[config.mk]
export PLATFORM = sky130hd
export DESIGN_NAME = mem_wb_stage
export DESIGN_NICKNAME = d
export VERILOG_FILES = /design/src/rtl/mem_pkg.sv /design/src/rtl/mem_lane.sv /design/src/rtl/mem_wb_stage.sv
export SDC_FILE = /design/constraint.sdc
export NUM_CORES = 1
export LEC_CHECK = 0
export CORE_ASPECT_RATIO = 2
export CORE_MARGIN = 2
export CORE_UTILIZATION = 44
export CTS_BUF_LIST = sky130_fd_sc_hd__clkbuf_8 sky130_fd_sc_hd__clkbuf_16
export CTS_CLUSTER_SIZE = 24
export DETAILED_ROUTE_END_ITERATION = 6
export PLACE_DENSITY = 0.75
export SLEW_MARGIN = 20
export SYNTH_ARGS = -nofsm -noshare
export SYNTH_HDL_FRONTEND = slang
export SYNTH_SLANG_ARGS = --single-unit
export TNS_END_PERCENT = 100
[constraint.sdc]
create_clock -name clock -period 6.7 [get_ports clock]
set_clock_uncertainty 0.1 [all_clocks]
set_input_delay 1.34 -clock clock [delete_from_list [all_inputs] [get_ports clock]]
set_output_delay 1.34 -clock clock [all_outputs]
set_load 0.1 [all_outputs]
[src/rtl/mem_pkg.sv]
// Shared types for the memory/writeback stage: access sizes, FSM states, WB bus.
package mem_pkg;

  typedef enum logic [1:0] {
    BYTE = 2'd0,
    HALF = 2'd1,
    WORD = 2'd2
  } size_t;

  typedef enum logic [1:0] {
    IDLE  = 2'd0,
    WAIT  = 2'd1,
    DRAIN = 2'd2
  } mem_state_t;

  // The destination index lives beside this bus because its width is a module parameter.
  typedef struct packed {
    logic        valid;
    logic        reg_write;
    logic        mem_to_reg;
    logic        pc_src;
    logic        misalign;
    logic [31:0] alu_result;
    logic [31:0] read_data;
  } wb_bus_t;

  // The reserved size code falls through to a full-word enable.
  function automatic logic [3:0] lane_be(input logic [1:0] size, input logic [1:0] lo);
    case (size)
      BYTE:    lane_be = 4'b0001 << lo;
      HALF:    lane_be = lo[1] ? 4'b1100 : 4'b0011;
      default: lane_be = 4'b1111;
    endcase
  endfunction

endpackage

[src/rtl/mem_lane.sv]
// Combinational byte-lane logic: enables, store replication, load extension, alignment check.
module mem_lane
  import mem_pkg::*;
(
  input  logic [1:0]  size,
  input  logic [1:0]  addr_lo,
  input  logic        sign_ext,
  input  logic [31:0] store_data,
  input  logic [31:0] load_raw,
  output logic [3:0]  be,
  output logic [31:0] wdata,
  output logic [31:0] load_ext,
  output logic        misalign
);

  logic [31:0] shifted;

  always_comb begin
    be       = lane_be(size, addr_lo);
    shifted  = load_raw >> {addr_lo, 3'b000};
    wdata    = store_data;
    load_ext = load_raw;
    misalign = 1'b0;
    case (size)
      BYTE: begin
        wdata    = {4{store_data[7:0]}};
        load_ext = {{24{sign_ext & shifted[7]}}, shifted[7:0]};
      end
      HALF: begin
        wdata    = {2{store_data[15:0]}};
        load_ext = {{16{sign_ext & shifted[15]}}, shifted[15:0]};
        misalign = addr_lo[0];
      end
      default: misalign = (addr_lo != 2'b00);
    endcase
  end

endmodule

[src/rtl/mem_wb_stage.sv]
// Memory stage with req/ack data port and MEM/WB register; 1 cycle M->W plus N memory wait cycles.
// While a request is outstanding stall_m holds M and W receives bubbles; flush kills WB capture only.
module mem_wb_stage
  import mem_pkg::*;
#(
  parameter int          ADDR_W  = 32,
  parameter int          REG_W   = 4,
  parameter logic [31:0] INC_VAL = 32'd1
) (
  input  logic              clock,
  input  logic              reset,
  input  logic              valid_m,
  input  logic [31:0]       alu_result_m,
  input  logic [31:0]       write_data_m,
  input  logic [REG_W-1:0]  wa3_m,
  input  logic              reg_write_m,
  input  logic              mem_to_reg_m,
  input  logic              pc_src_m,
  input  logic              mem_write_m,
  input  logic              plus_one_m,
  input  logic [1:0]        size_m,
  input  logic              signed_m,
  input  logic              flush_m,
  output logic              stall_m,
  output logic              mem_req,
  output logic              mem_we,
  output logic [ADDR_W-1:0] mem_addr,
  output logic [31:0]       mem_wdata,
  output logic [3:0]        mem_be,
  input  logic              mem_ack,
  input  logic [31:0]       mem_rdata,
  output logic              valid_w,
  output logic              reg_write_w,
  output logic              mem_to_reg_w,
  output logic              pc_src_w,
  output logic              misalign_w,
  output logic [31:0]       alu_result_w,
  output logic [31:0]       read_data_w,
  output logic [REG_W-1:0]  wa3_w
);

  mem_state_t        state_q, state_d;
  wb_bus_t           wb_q, wb_d, m_wb, lat_wb;
  logic [REG_W-1:0]  wa3_q, wa3_d, m_wa3, lat_wa3;
  logic [ADDR_W-1:0] m_addr, lat_addr, addr_c;
  logic [31:0]       store_sd, lat_wdata, wdata_c;
  logic [3:0]        lat_be, be_c;
  logic [1:0]        lat_size;
  logic              lat_we, lat_signed, we_c, req_c, stall_c, latch_en;
  logic              idle, m_acc, mem_op;
  logic [1:0]        ln_size, ln_lo;
  logic              ln_sign, ln_misalign;
  logic [3:0]        ln_be;
  logic [31:0]       ln_wdata, ln_load_ext;

  assign idle     = (state_q == IDLE);
  assign m_addr   = alu_result_m[ADDR_W-1:0];
  assign store_sd = write_data_m + (plus_one_m ? INC_VAL : 32'd0);

  // Outside IDLE the lane decodes the held access so load data is extended correctly.
  assign ln_size = idle ? size_m : lat_size;
  assign ln_lo   = idle ? m_addr[1:0] : lat_addr[1:0];
  assign ln_sign = idle ? signed_m : lat_signed;

  mem_lane u_lane (
    .size       (ln_size),
    .addr_lo    (ln_lo),
    .sign_ext   (ln_sign),
    .store_data (store_sd),
    .load_raw   (mem_rdata),
    .be         (ln_be),
    .wdata      (ln_wdata),
    .load_ext   (ln_load_ext),
    .misalign   (ln_misalign)
  );

  assign m_acc  = valid_m & (mem_to_reg_m | mem_write_m);
  assign mem_op = m_acc & ~ln_misalign;
  assign m_wa3  = valid_m ? wa3_m : '0;

  always_comb begin
    m_wb = '0;
    if (valid_m) begin
      m_wb.valid      = 1'b1;
      m_wb.reg_write  = reg_write_m & ~(m_acc & ln_misalign);
      m_wb.mem_to_reg = mem_to_reg_m;
      m_wb.pc_src     = pc_src_m;
      m_wb.misalign   = m_acc & ln_misalign;
      m_wb.alu_result = alu_result_m;
    end
  end

  always_comb begin
    state_d  = state_q;
    wb_d     = '0;
    wa3_d    = '0;
    latch_en = 1'b0;
    stall_c  = 1'b0;
    req_c    = 1'b0;
    we_c     = mem_write_m;
    addr_c   = {m_addr[ADDR_W-1:2], 2'b00};
    wdata_c  = ln_wdata;
    be_c     = ln_be;
    case (state_q)
      IDLE: begin
        req_c   = mem_op & ~flush_m;
        stall_c = mem_op & ~mem_ack & ~flush_m;
        if (!flush_m) begin
          if (!mem_op || mem_ack) begin
            wb_d           = m_wb;
            wb_d.read_data = (mem_op && mem_to_reg_m) ? ln_load_ext : 32'd0;
            wa3_d          = m_wa3;
          end else begin
            latch_en = 1'b1;
            state_d  = WAIT;
          end
        end
      end
      WAIT, DRAIN: begin
        req_c   = 1'b1;
        we_c    = lat_we;
        addr_c  = {lat_addr[ADDR_W-1:2], 2'b00};
        wdata_c = lat_wdata;
        be_c    = lat_be;
        stall_c = ~mem_ack;
        if (mem_ack) begin
          state_d = IDLE;
          // A flush on the ack cycle still lets the bus finish but suppresses the result.
          if (state_q == WAIT && !flush_m) begin
            wb_d           = lat_wb;
            wb_d.read_data = lat_wb.mem_to_reg ? ln_load_ext : 32'd0;
            wa3_d          = lat_wa3;
          end
        end else if (flush_m) begin
          state_d = DRAIN;
        end
      end
      default: state_d = IDLE;
    endcase
  end

  always_ff @(posedge clock or posedge reset) begin
    if (reset) begin
      state_q    <= IDLE;
      wb_q       <= '0;
      wa3_q      <= '0;
      lat_addr   <= '0;
      lat_wdata  <= '0;
      lat_be     <= '0;
      lat_we     <= 1'b0;
      lat_size   <= '0;
      lat_signed <= 1'b0;
      lat_wb     <= '0;
      lat_wa3    <= '0;
    end else begin
      state_q <= state_d;
      wb_q    <= wb_d;
      wa3_q   <= wa3_d;
      if (latch_en) begin
        lat_addr   <= m_addr;
        lat_wdata  <= ln_wdata;
        lat_be     <= ln_be;
        lat_we     <= mem_write_m;
        lat_size   <= size_m;
        lat_signed <= signed_m;
        lat_wb     <= m_wb;
        lat_wa3    <= m_wa3;
      end
    end
  end

  // Request and stall are combinational, so reset must mask them immediately.
  assign mem_req   = req_c & ~reset;
  assign stall_m   = stall_c & ~reset;
  assign mem_we    = we_c;
  assign mem_addr  = addr_c;
  assign mem_wdata = wdata_c;
  assign mem_be    = be_c;

  assign valid_w      = wb_q.valid;
  assign reg_write_w  = wb_q.reg_write;
  assign mem_to_reg_w = wb_q.mem_to_reg;
  assign pc_src_w     = wb_q.pc_src;
  assign misalign_w   = wb_q.misalign;
  assign alu_result_w = wb_q.alu_result;
  assign read_data_w  = wb_q.read_data;
  assign wa3_w        = wa3_q;

endmodule

==> run metrics, run 1 <==
setup bufs post-CTS=0; via count=8867; GP Congestion=0.964; Routed WL=30.7 mm; Sum Neg Setup Slack=0 ps; DR vias/cell=5.72; register area share after synthesis=0.494; Gates resized, CTS repair=0; Mapped Area=9520 sq um; DP HPWL=21.3 mm; #FFs+latches synth=188; Clock Pin Slew Worst Setup and Hold Paths=70 ps; DR pass1 iterations=5; run status=complete, no violations; DR WL/cell=19.8 microns; grt ovf=0; die width=108 microns; area leader, netlist=dfrtp_1; Area contributors post-synth=dfrtp_1 (49%), nand2_1 (11%), mux2_2 (5.3%), a32oi_1 (3.6%), nor2_1 (3.2%); CP required=5260 ps; Final Hold Fails=0; Hold WS=373 ps; # nets final=1380; syn avg cell area=9.04 sq um; CTS Buffer Depth=2; area grow syn2layout=34.5%; Slew Viols, Final=0; DRC errors left=0; number of global-route vias before repair=8498; Global Route Usage Sum=0.269; crit-path max FO=8; f_max=172 MHz; Syn. warnings=0; Final Util=0.598; Setup crit end kind=output port; Cells after Synth=1053; Post-CTS Hold Buffers=0; IO buf count=254; initial antenna violation count=2; IO Pins=257; largest net degree at the start of global routing=138; unrepaired setup endpoints after global routing=no; Final period util=0.869; crit path kind=input pin to output port; EDFF count, synth=0; # rows=76; ys async rst share=1.00; clk_lat worst skew=450 ps; die area=22900 sq um; first-pass GRT wire length=46.8 mm; CTS tree=built; Synth top area share=0.494; Synth cell types=60; top_reg_cell synth=dfrtp_1; initial core utilization=0.445; CTS root buffer=clkbuf_16; CTS buffer count=17; Slew HR=0.271; HP Class=flip-flop to flip-flop; post-route ant nets=0; initial DRC count=616; Final min period=5820 ps; startpoint class of the critical path=input pin; Worst Path Arrival=4380 ps; Core Area=21400 sq um; htree depth=4; die height=212 microns; CTS sink cnt=188; max-cap viol count=0; final setup violation count=0; layout cells sized above 1=0.115; worst slew pin tran=1090 ps
==> Yosys cell counts, types with 15 or more instances <==
cell type / count
nand3_1: 15
a32oi_1: 39
inv_1: 25
clkbuf_1: 55
nor3_1: 15
nor2_1: 80
buf_2: 15
dfrtp_1: 188
nand2_1: 281
mux2_2: 45
a21oi_1: 35
o22ai_1: 21
o21ai_0: 52
==> sequential cells by signal, summed over array words and instances (netlist names), 2 cells and up <==
signal,count
state_q,2
read_data_w,32
alu_result_w,32
wa3_w,4
lat_addr,32
lat_wdata,32
lat_size,2
lat_wb,37
lat_be,4
lat_wa3,4
==> cells by family (layout without fill, tap and decap cells) <==
family	after synthesis	after routing	synth area share
adders and majority gates	5	5	0.00657
buffers and inverters	102	323	0.0445
DFF	188	188	0.494
other	1	4	0.000394
and+or+nand+nor	451	451	0.202
xor gates and xnor gates	15	15	0.0138
AOI/OAI and AO/OA	235	235	0.173
muxes	56	56	0.0665
==> final timing paths <==
| path | from | to | slack, ps | depth (start not counted) |
|---|---|---|---|---|
| min in group asynchronous | reset | lat_wb[50] | 1430 | 2 |
| max reg2reg | state_q[0] | read_data_w[14] | 2460 | 7 |
| min | lat_addr[31] | lat_addr[31] | 370 | 2 |
| max | alu_result_m[0] | mem_be[0] | 880 | 7 |
| min reg2reg | lat_addr[31] | lat_addr[31] | 370 | 2 |
| max in group asynchronous | reset | alu_result_w[26] | 3800 | 3 |
==> metrics by stage <==
stage / setup slack, ps / instances / instance area (sq um)
final: 879 / 1550 / 12800
after global routing: 646 / 1550 / 12800
after CTS: 889 / 1547 / 12800
after detailed placement: 898 / 1515 / 12200
after global placement: 955 / 1515 / 12200
after floorplan: 146 / 1054 / 9550
==> cell usage in the layout, fill, tap and decap left out, drive strengths merged, types with 13 or more instances in the layout <==
cell type | Yosys | routed
nand3 | 15 | 15
inv | 25 | 31
o22ai | 21 | 21
o21ai | 53 | 53
nand2 | 281 | 281
buf | 22 | 41
nor3 | 16 | 16
dfrtp | 188 | 188
a32oi | 39 | 39
clkbuf | 55 | 18
nand4 | 13 | 13
a21oi | 35 | 35
nor2 | 80 | 80
clkdlybuf4s50 | 0 | 225
mux2 | 45 | 45
o31ai | 13 | 13
==> per-layer routing <==
layer | up-vias | track usage | share of wire
met3 | 92 | 0.0460 | 0.052
li1 | 4149 | - | -
met5 | - | 0 | 0
met2 | 381 | 0.454 | 0.52
met4 | 0 | 0.172 | 0.057
met1 | 4245 | 0.311 | 0.37
==> worst max-delay path: stages <==
cell and delay, ps:
clkdlybuf4s50_1 670, nor2_1 110, a21o_1 300, nor2_1 450, o21ai_0 230, mux2_2 310, clkdlybuf4s50_1 960
==> cell type report <==
| cell class | count | area (sq um) |
|---|---|---|
| fillers | 1902 | 8590 |
| flip-flops and latches | 188 | 4700 |
| multi-input cells | 764 | 4470 |
| repair buffers | 266 | 2580 |
| clock buffers | 18 | 439 |
| well taps | 273 | 342 |
| clock inverters | 14 | 161 |
| inverters | 25 | 101 |
| diodes | 2 | 5.00 |
Power of run 1 is left out: the tool's default activity adds up to more than one toggle a clock period on the data nets, which glitch-free logic cannot reach.
==> run 2: changes to the inputs <==
- CELL_PAD_IN_SITES_DETAIL_PLACEMENT: unset -> 1
- CELL_PAD_IN_SITES_GLOBAL_PLACEMENT: unset -> 2
- CORE_UTILIZATION: 44 -> 26
- MAX_ROUTING_LAYER: unset -> met4
==> run 2 against run 1 <==
Against the previous run: die area rose by 67%; flip-flop and latch count did not move; global-route usage fell by 7.2 points; critical path depth rose by 2; cell count rose by 12%; cell area rose by 1.8%; sequential share of layout area fell by 0.66 points; non-clock buffer count rose by 4; critical endpoint is now mem_wdata[14]; largest cell class unchanged.
==> run metrics, run 2 (synthesis gave the netlist of run 1 again) <==
CTS Buffer Depth=2; first-pass GRT wire length=56.7 mm; R2R setup slack=3130 ps; Post-CTS Hold Buffers=0; RR Endpoint=read_data_w[11]; worst min-delay path startpoint=lat_addr[9]; grt ovf=0; crit-path max FO=6; most used cell, CP=ha_1; setup bufs post-CTS=0; Routed WL=37.1 mm; CP required=5260 ps; htree depth=4; DR WL/cell=21.4 microns; # rows=99; startpoint class of the critical path=input pin; final setup violation count=0; Clock Pin Slew Worst Setup and Hold Paths=80 ps; WHS Path Cells=2; die area=38300 sq um; DR vias/cell=5.14; RR Startpoint=state_q[0]; Final period util=0.837; unrepaired setup endpoints after global routing=no; # nets final=1384; Largest Register=lat_wb; Core Area=36300 sq um; Max stage delay on crit path=460 ps; Setup crit end kind=output port; max-cap viol count=0; IO Pins=257; largest net degree at the start of global routing=87; area grow syn2layout=36.9%; Sum Neg Setup Slack=0 ps; Final min period=5610 ps; DR pass1 iterations=4; DRC errors left=0; initial core utilization=0.262; most frequent cells in the layout=nand2_1 (281), clkdlybuf4s50_1 (222), dfrtp_1 (188); crit path kind=input pin to output port; DP HPWL=26.3 mm; Slew Viols, Final=0; Slew HR=0.274; IO buf count=254; die height=275 microns; CTS sink cnt=188; fill cell count=4198; initial antenna violation count=1; Register-to-Register Path Depth=6; Final Hold Fails=0; hold path endpoint=lat_addr[9]; HP Class=flip-flop to flip-flop; CTS root buffer=clkbuf_16; worst slew pin tran=1090 ps; clk_lat worst skew=460 ps; f_max=178 MHz; Slowest cell on crit path=clkdlybuf4s50_1; number of flip-flops in the largest register=37; run status=complete, no violations; die width=139 microns; initial DRC count=406; GP Congestion=0.837; Global Route Usage Sum=0.197; layout cells sized above 1=0.121; post-route ant nets=0; CTS buffer count=17; CTS tree=built; crit path cell chain=clkdlybuf4s50_1 -> ha_1 -> ha_1 -> and3_1 -> nand3_1 -> xnor2_1 -> mux2i_1 -> o21ai_0 -> buf_4; via count=8914; number of global-route vias before repair=9491; Gates resized, CTS repair=0; most common cell after layout, fill and taps aside=nand2_1; Worst Path Arrival=4170 ps
run 2: layout make-up:
cell class,instances,area [sq um],area share
Sequential cell,188,4700,0.361
Antenna cell,1,2.50,0.000192
Timing Repair Buffer,270,2580,0.198
Multi-Input combinational cell,764,4470,0.343
Inverter,25,101,0.00777
Clock inverter,15,181,0.0139
Clock buffer,17,425,0.0326
Tap cell,454,568,0.0436
run 2: routing by layer:
layer,global-route usage,routed length [microns],vias to the layer above,share of wire
met5,-,0,-,0
met4,0.0755,1120,0,0.030
met3,0.0275,1180,48,0.032
met2,0.376,20900,189,0.56
met1,0.202,13900,4534,0.38
li1,-,-,4143,-
run 2: per-stage QoR:
stage / cell area, sq um / util / std cells / worst slack, ps / hold slack [ps]
after floorplan: 9550 / - / 1054 / 146 / 336
after global placement: 12400 / 0.342 / 1701 / 1140 / 350
after detailed placement: 12400 / 0.342 / 1701 / 1110 / 361
after CTS: 13000 / 0.359 / 1733 / 1100 / 380
after global routing: 13000 / 0.359 / 1734 / 933 / 403
final: 13000 / 0.359 / 1734 / 1090 / 377
run 2: how the worst max path moves through the flow:
stage	startpoint	end	slack, ps	depth (start not counted)
2_1_floorplan	reset	alu_result_w[0]	150	1
3_3_place_gp	write_data_m[0]	mem_wdata[14]	1140	9
3_5_place_dp	write_data_m[0]	mem_wdata[14]	1110	9
4_1_cts	write_data_m[0]	mem_wdata[14]	1100	9
5_1_grt	write_data_m[0]	mem_wdata[14]	930	9
6_report	write_data_m[0]	mem_wdata[14]	1090	9
run 2: critical path: cells and delay by family:
kind | cells | cell delay, ps
buffers and inverters | 2 | 840
AND/OR/NAND/NOR | 2 | 480
XOR/XNOR | 1 | 410
adder cells (fa/ha/maj) | 2 | 470
multiplexers | 1 | 190
AO/OA/AOI/OAI | 1 | 420
Power of run 2 is left out for the same reason.
==> run 3: changes to the inputs <==
- CORE_UTILIZATION: 26 -> 29
- PLACE_DENSITY: 0.75 -> 0.79
- clock period: 6.7 -> 5.3 ns (I/O delays scaled with it)
==> run 3 against run 2 <==
Against the previous run: sequential share of layout area shrank 0.83 points; core utilization rose by 5.5 points; global-route usage grew 2.2 points; cell count shrank 0.58%; wire length is 1.2% lower; hold slack got worse by 4.7 ps; non-clock buffer count rose by 13; highest routed layer unchanged.
==> run metrics, run 3 (synthesis gave the netlist of run 1 again) <==
run status=complete, no violations; Clock Pin Slew Worst Setup and Hold Paths=70 ps; GP Congestion=0.866; Gates resized, CTS repair=0; layout cells sized above 1=0.162; # nets final=1397; Post-CTS Hold Buffers=0; Slew Viols, Final=0; most used cell, CP=ha_1; die area=34400 sq um; Routed WL=36.6 mm; IO Pins=257; worst min-delay path startpoint=lat_wb[68]; DRC errors left=0; initial core utilization=0.295; crit path buf inv count=2; final setup violation count=0; via count=8988; number of flip-flops in the largest register=37; post-route cell area=13300 sq um; RR Endpoint=read_data_w[15]; startpoint class of the critical path=input pin; initial DRC count=450; htree depth=4; max-cap viol count=0; placed cell areas=12700 sq um; area grow syn2layout=40.1%; crit path cell chain=clkdlybuf4s50_1 -> ha_1 -> ha_1 -> and3_1 -> nand4_1 -> or4_1 -> a21o_1 -> a32oi_2 -> buf_12; most frequent cells in the layout=nand2_1 (281), dfrtp_1 (188), clkdlybuf4s50_1 (185); # rows=93; grt ovf=0; Setup crit end kind=output port; CTS buffer count=17; first-pass GRT wire length=56.4 mm; setup bufs post-CTS=0; unrepaired setup endpoints after global routing=no; Slew HR=0.259; HP Class=flip-flop to flip-flop; initial antenna violation count=5; Slowest cell on crit path=or4_1; crit-path max FO=5; Final min period=4850 ps; DR vias/cell=5.21; Final period util=0.916; hold path endpoint=lat_wb[68]; clk_lat worst skew=450 ps; Final Hold Fails=0; R2R setup slack=1860 ps; Global Route Usage Sum=0.220; Core Area=32200 sq um; largest net degree at the start of global routing=89; WHS Path Cells=1; family with the most delay on the worst path=simple AND/OR/NAND/NOR gates; CTS root buffer=clkbuf_16; post-route ant nets=0; CTS tree=built; die width=132 microns; RR Startpoint=state_q[0]; Worst Path Arrival=3690 ps; Largest Register=lat_wb; worst slew pin tran=1090 ps; most common cell after layout, fill and taps aside=nand2_1; Sum Neg Setup Slack=0 ps; DR pass1 iterations=4; crit path kind=input pin to output port; CP required=4140 ps; CTS Buffer Depth=2; Register-to-Register Path Depth=7; number of global-route vias before repair=9778; f_max=206 MHz; IO buf count=254; DP HPWL=26.3 mm; CTS sink cnt=188; die height=260 microns; Max stage delay on crit path=510 ps; DR WL/cell=21.3 microns
run 3: cell types whose count changed in the layout (fill, tap and decap cells not counted), sizes merged:
cell | previous run | this run
clkdlybuf4s50 | 222 | 185
clkbuf | 17 | 18
clkinv | 6 | 3
diode | 1 | 5
buf | 48 | 98
bufinv | 1 | 2
clkinvlp | 3 | 2
inv | 30 | 32
run 3: how the worst max path moves through the flow:
stage	start	to	slack, ps	depth (start not counted)
floorplan	write_data_m[0]	mem_wdata[26]	-20	8
global placement	write_data_m[0]	mem_wdata[26]	470	9
detailed placement	write_data_m[0]	mem_wdata[26]	460	9
CTS	write_data_m[0]	mem_wdata[26]	440	9
global route	write_data_m[8]	mem_wdata[20]	290	8
finish	write_data_m[0]	mem_wdata[30]	450	9
run 3: cell type report:
| cell class | count | area, sq um |
|---|---|---|
| fill | 3696 | 18900 |
| sequential | 188 | 4700 |
| multi-input combinational | 764 | 4510 |
| timing repair buffer | 283 | 2900 |
| tap | 427 | 534 |
| clock buffer | 18 | 439 |
| clock inverter | 14 | 144 |
| inverter | 25 | 97.6 |
| antenna | 5 | 12.5 |
run 3: per-stage QoR:
step	cells	utilization	hold slack, ps	setup WS (ps)
global placement	1686	0.395	351	470
CTS	1718	0.413	378	437
finish	1724	0.414	372	447
detailed placement	1686	0.395	357	458
global route	1724	0.414	400	292
floorplan	1054	-	336	-15.2
run 3: per-layer routing:
metal,track usage,share of wire
met1,0.222,0.37
met3,0.0332,0.032
met5,-,0
met2,0.418,0.57
met4,0.0885,0.028
Power of run 3 is left out for the same reason.
